**src/rtl/isqrt_reconstruct.sv**
```systemverilog
// Rebuilds a radicand from a square-root result: RADICAND = ROOT*ROOT + REM, flags illegal remainders.
// Latency: W cycles from accept to OUT_VALID (one root bit per clock, shift-add); initiation interval W+2.
// Backpressure: result held in DONE until OUT_READY; IN_READY only in IDLE, so no input accepted meanwhile.
module isqrt_reconstruct #(
    parameter int W = 16
) (
    input  logic             CLK,
    input  logic             RESET,
    input  logic             IN_VALID,
    output logic             IN_READY,
    input  logic [W-1:0]     ROOT,
    input  logic [W:0]       REM,
    output logic             OUT_VALID,
    input  logic             OUT_READY,
    output logic [2*W-1:0]   RADICAND,
    output logic             ERR
);

    localparam int CW = $clog2(W);
    typedef logic [CW-1:0] step_t;
    localparam step_t LAST_STEP = step_t'(W - 1);

    typedef enum logic [1:0] {
        IDLE = 2'd0,
        MUL  = 2'd1,
        DONE = 2'd2
    } state_t;

    state_t           state;
    state_t           state_nxt;
    step_t            step;
    logic [W-1:0]     mplier;
    logic [2*W-1:0]   mcand;
    logic [2*W-1:0]   acc;
    logic [2*W-1:0]   partial;
    logic             err_r;
    logic             accept;
    logic             legal_rem_bound_exceeded;

    // Handshake strobes are pure state decodes, so no input reaches IN_READY/OUT_VALID combinationally.
    assign IN_READY  = (state == IDLE);
    assign OUT_VALID = (state == DONE);
    assign accept    = IN_VALID && (state == IDLE);

    // A legal remainder never exceeds 2*ROOT; compare at W+1 bits so the doubled root cannot overflow.
    assign legal_rem_bound_exceeded = (REM > {ROOT, 1'b0});

    // Partial product for the current root bit: the multiplicand shifted into that bit's weight.
    always_comb begin
        partial = '0;
        if (mplier[step]) begin
            partial = mcand << step;
        end
    end

    // State register; reset aborts any in-flight multiply.
    always_ff @(posedge CLK or posedge RESET) begin
        if (RESET) begin
            state <= IDLE;
        end else begin
            state <= state_nxt;
        end
    end

    // Next-state decode: accept in IDLE, W multiply steps, hold in DONE until consumed.
    always_comb begin
        state_nxt = state;
        case (state)
            IDLE: begin
                if (IN_VALID) begin
                    state_nxt = MUL;
                end
            end
            MUL: begin
                if (step == LAST_STEP) begin
                    state_nxt = DONE;
                end
            end
            DONE: begin
                if (OUT_READY) begin
                    state_nxt = IDLE;
                end
            end
            default: state_nxt = IDLE;
        endcase
    end

    // Datapath: load operands and seed the accumulator with REM, then add one partial product per step.
    always_ff @(posedge CLK or posedge RESET) begin
        if (RESET) begin
            mplier <= '0;
            mcand  <= '0;
            acc    <= '0;
            step   <= '0;
            err_r  <= 1'b0;
        end else if (accept) begin
            mplier <= ROOT;
            mcand  <= {{W{1'b0}}, ROOT};
            acc    <= {{(W - 1){1'b0}}, REM};
            step   <= '0;
            err_r  <= legal_rem_bound_exceeded;
        end else if (state == MUL) begin
            // 2W-bit add; the single overflowing pair (all-ones root and remainder) wraps to zero.
            acc  <= acc + partial;
            step <= step + step_t'(1);
        end
    end

    // Result comes straight from registers, so it stays stable for as long as DONE is held.
    assign RADICAND = acc;
    assign ERR      = err_r;

endmodule

```
**config.mk**
```make
export PLATFORM = sky130hd
export DESIGN_NAME = isqrt_reconstruct
export DESIGN_NICKNAME = d
export VERILOG_FILES = /design/src/rtl/isqrt_reconstruct.sv
export SDC_FILE = /design/constraint.sdc
export NUM_CORES = 1
export LEC_CHECK = 0
export ABC_AREA = 1
export BUFFER_PORTS_ARGS = -buffer_cell sky130_fd_sc_hd__clkbuf_2
export CELL_PAD_IN_SITES_DETAIL_PLACEMENT = 1
export CELL_PAD_IN_SITES_GLOBAL_PLACEMENT = 1
export CORE_MARGIN = 2
export CORE_UTILIZATION = 41
export CTS_CLUSTER_DIAMETER = 100
export DETAILED_ROUTE_END_ITERATION = 8
export PLACE_DENSITY_LB_ADDON = 0.1
export SETUP_SLACK_MARGIN = 0.3
export SLEW_MARGIN = 20
export SYNTH_ARGS = -nofsm -noshare
export SYNTH_HDL_FRONTEND = slang
export SYNTH_SLANG_ARGS = --single-unit
```
**constraint.sdc**
```tcl
create_clock -name CLK -period 3.4 [get_ports CLK]
set_input_delay 0.34 -clock CLK [delete_from_list [all_inputs] [get_ports CLK]]
set_output_delay 0.34 -clock CLK [all_outputs]
set_load 0.005 [all_outputs]
```
==> results.py <==
metrics = {
    "power_and_ir_drop": {
        "p_per_area_nw_per_um2": 1120,
        "vdd_drop_max_mv": 0.556,
        "leakage_nw": 4.22,
    },
    "clock_tree": {
        "cts_tree": "yes",
        "cts_buffers": 5,
        "insertion_delay_ps": 320,
        "cts_root_buf": "clkbuf_16",
        "clk_path_buf_depth": 2,
        "cts.sinks": 55,
        "cts_max_level": 2,
        "clk_pin_slew_ps": 80,
    },
    "critical_path": {
        "r2r_cells": 19,
        "cp_data_arrival_time_ps": 3210,
        "worstPathMaxFanout": 9,
        "critPathBufInv": 5,
        "cp_cell_sequence": "buf_6 > o21ai_2 > o21ai_1 > o21ai_2 > buf_4 > nand2_4 > nand2_4 > nand2_1 > inv_1 > ha_4 > nand2_1 > nor2_2 > buf_4 > a21oi_2 > nand2_2 > xnor2_1 > nand2_1 > nand2_1 > inv_1",
        "crit_family": "simple AND/OR/NAND/NOR gates",
        "startpoint_type": "flip-flop",
        "critPathCaptureType": "flip-flop",
        "crit_start": "step[0]$_DFFE_PP0P_",
        "r2r-end": "RADICAND[14]$_DFFE_PP0P_",
        "critPathKind": "flip-flop to flip-flop",
        "crit_top_cell": "nand2_1",
        "critical_path_depth": 19,
        "reg2reg_from": "step[0]$_DFFE_PP0P_",
        "cp-endpoint": "RADICAND[14]$_DFFE_PP0P_",
        "reg2reg_slack_ps": 410,
        "critPathSlowestCell": "dfrtp_2",
        "critPathMaxStageDelay_ps": 450,
        "cp.required_ps": 3620,
    },
    "synth": {
        "ys_ff_latch": 55,
        "synth.yosys.seq_area_share_pct": 22.7,
        "yosys_warnings": 0,
        "syn_nets": 1135,
        "synth_top_cell_by_area": "nand2_1",
        "ys_async_sr_fraction_pct": 100,
        "syn_avg_cell_area_um2": 5.78,
        "synthDistinctLibCells": 39,
        "synth-main-ff-cell": "dfrtp_1",
        "syn-cell-area_um2": 6060,
        "synthCells": 1049,
        "synth_edf_count": 0,
        "synthTopCellsByArea": "nand2_1 25%, dfrtp_1 23%, inv_1 12%",
        "synth.top_cell.area_share_pct": 25.4,
    },
    "sta": {
        "fin_crit_sh_pct": 87.8,
        "whs_ps": 150,
        "clock-skew-final_ps": 7.28,
        "setup_viol": 0,
        "fin_crit_ps": 2990,
        "rsz0062_at_grt": "yes",
        "max_freq_mhz": 335,
        "timing.final.hold_violations": 0,
        "tightest_slew_ps": 806,
        "maxSlewViolCount": 0,
        "slew_headroom_pct": 46.2,
        "setup_tns_ps": 0,
        "layout_setup_ws_ps": 413,
    },
    "floorplanning": {
        "die_w_um": 126,
        "io_pins": 72,
        "start_util_pct": 41.9,
        "rows": 44,
        "coreArea_um2": 14500,
        "fp.dieH_um": 126,
        "die_area_um2": 15800,
    },
    "final_layout": {
        "area_growth_pct": 19.5,
        "fill_cells": 2081,
        "nNetsFinal": 1206,
        "layout-drive-gt1-share_pct": 18.2,
        "post-route-util_pct": 50.1,
        "num_antenna_cells": 0,
    },
    "place": {
        "pre_cts_ws_ps": 97.5,
        "hpwl_um": 17600,
        "finalWeightedCongestion": 0.921,
        "io_buffers": 71,
    },
    "route": {
        "wire_per_inst_um": 17.5,
        "drt_iter0_markers": 372,
        "routed_via_density": 5.30,
        "wl_um": 22800,
        "drc_errors": 0,
        "dr_total_vias": 6911,
        "detail-route-antenna-nets": 0,
        "firstDrtPassIters": 6,
    },
    "flow_run": {
        "cap_viol_max_count": 0,
    },
    "grt": {
        "grt_start_max_net_pins": 52,
        "overflow": 0,
        "antenna_found_initial": 0,
        "grt_usage_pct": 28.6,
        "grt_pass1_wl_um": 35600,
        "grt_pass1_vias": 6786,
    },
    "hold_path": {
        "hold_path_class": "input port to asynchronous set/reset pin",
    },
    "status": {
        "status": "finished clean",
    },
}
power breakdown:
part           switching [mW]  total [mW]  leakage, nW  internal [mW]
registers               0.347        1.31        0.687          0.961
logic                    4.00        6.15         3.45           2.14
clock network           0.309       0.667       0.0863          0.358
synthesized netlist by cell type (2+ instances only):
library cell and n:
a21oi_1 31, a31oi_1 3, or2_2 3, o21bai_1 5
and2_1 4, nand4_1 12, a31o_2 3, dfrtp_1 55
o22ai_1 9, inv_2 3, nand3_1 61, nand2_1 411
o31ai_1 2, xnor2_1 3, nor3_1 9, o21ai_0 56
o211ai_1 3, buf_4 3, buf_6 4, o221ai_1 5
inv_1 194, clkbuf_1 15, mux2i_1 2, o21ai_1 13
o21a_1 2, nand2_4 2, nor2_1 71, ha_1 48
o21ai_2 2, buf_2 6
worst min-delay path by stage:
stage                                to  slack, ps  depth (start not counted)
2_1_floorplan     mplier[0]$_DFFE_PP0P_        450                          2
3_3_place_gp            ERR$_DFFE_PP0P_        460                          2
3_5_place_dp     mplier[10]$_DFFE_PP0P_        480                          2
4_1_cts        RADICAND[27]$_DFFE_PP0P_        170                          2
5_1_grt        RADICAND[27]$_DFFE_PP0P_        190                          2
6_report       RADICAND[27]$_DFFE_PP0P_        150                          2
flip-flops by register name (all words and copies together), names as in the netlist:
register / flops
step: 4
ERR: 1
RADICAND: 32
mplier: 16
state: 2
stage by stage:
stage	cells	power, mW	cell area [um^2]
5_1_grt	1305	8.87	7250
3_5_place_dp	1291	6.46	6610
2_1_floorplan	1049	4.85	6060
4_1_cts	1301	7.20	6810
3_3_place_gp	1291	6.35	6610
6_report	1305	8.12	7250
kinds of logic after synthesis:
| group | Yosys count | share of synthesized area [%] |
|---|---|---|
| simple gates | 574 | 38.1 |
| fa+ha+maj | 49 | 10.2 |
| buf+inv | 226 | 14.8 |
| flops | 55 | 22.7 |
| compound gates | 139 | 13.3 |
| mux | 2 | 0.330 |
| xor+xnor | 4 | 0.578 |
timing repair:
action,4_1_cts,5_1_grt
cloned,0,2
hold buffers,0,0
endpoints found under the hold margin,0,0
setup buffers,2,2
endpoints found under the setup margin,22,27
resized for setup,6,120
pin swaps,1,8
worst register-to-register path, stage by stage, from the launching register on:
cell     delay [ps]
dfrtp_2         450
buf_6           150
o21ai_2         140
o21ai_1          80
o21ai_2         230
buf_4           170
nand2_4          80
nand2_4         170
nand2_1          90
inv_1           120
ha_4            230
nand2_1         160
nor2_2           70
buf_4           140
a21oi_2         140
nand2_2         110
xnor2_1         160
nand2_1          90
nand2_1          80
inv_1            30
metal layers:
layer,global-route usage (%),up-vias,part of all wire (%)
met2,47.2,153,47
li1,-,3424,-
met3,4.89,36,4.4
met5,0,-,0
met1,38.8,3298,46
met4,7.52,0,2.4
cell usage in the layout (no fill, tap or decap), types with 5 or more instances in the layout:
cell	synthesis	layout
ha_4	0	9
nand2_1	411	390
buf_6	4	5
buf_4	3	14
nand4_1	12	12
o22ai_1	9	9
o21ai_0	56	39
nand3_1	61	53
o221ai_1	5	5
o21ai_2	2	6
ha_2	0	7
nor2_1	71	48
nand2_2	0	21
dfrtp_1	55	54
clkbuf_16	0	5
a21oi_1	31	24
nand3_2	0	8
nor3_1	9	7
ha_1	48	32
a21oi_2	1	7
nor2_2	1	20
inv_1	194	193
o21ai_1	13	26
clkbuf_2	0	71
layout make-up:
class / count / area [um^2] / share of cell area, %
multi-input combinational: 770 / 4200 / 57.9
sequential: 55 / 1380 / 19.0
inverter: 198 / 751 / 10.4
timing repair buffer: 90 / 517 / 7.13
tap: 184 / 230 / 3.18
clock buffer: 5 / 125 / 1.73
clock inverter: 3 / 50.0 / 0.690
Power figures use the tool's default switching activity.
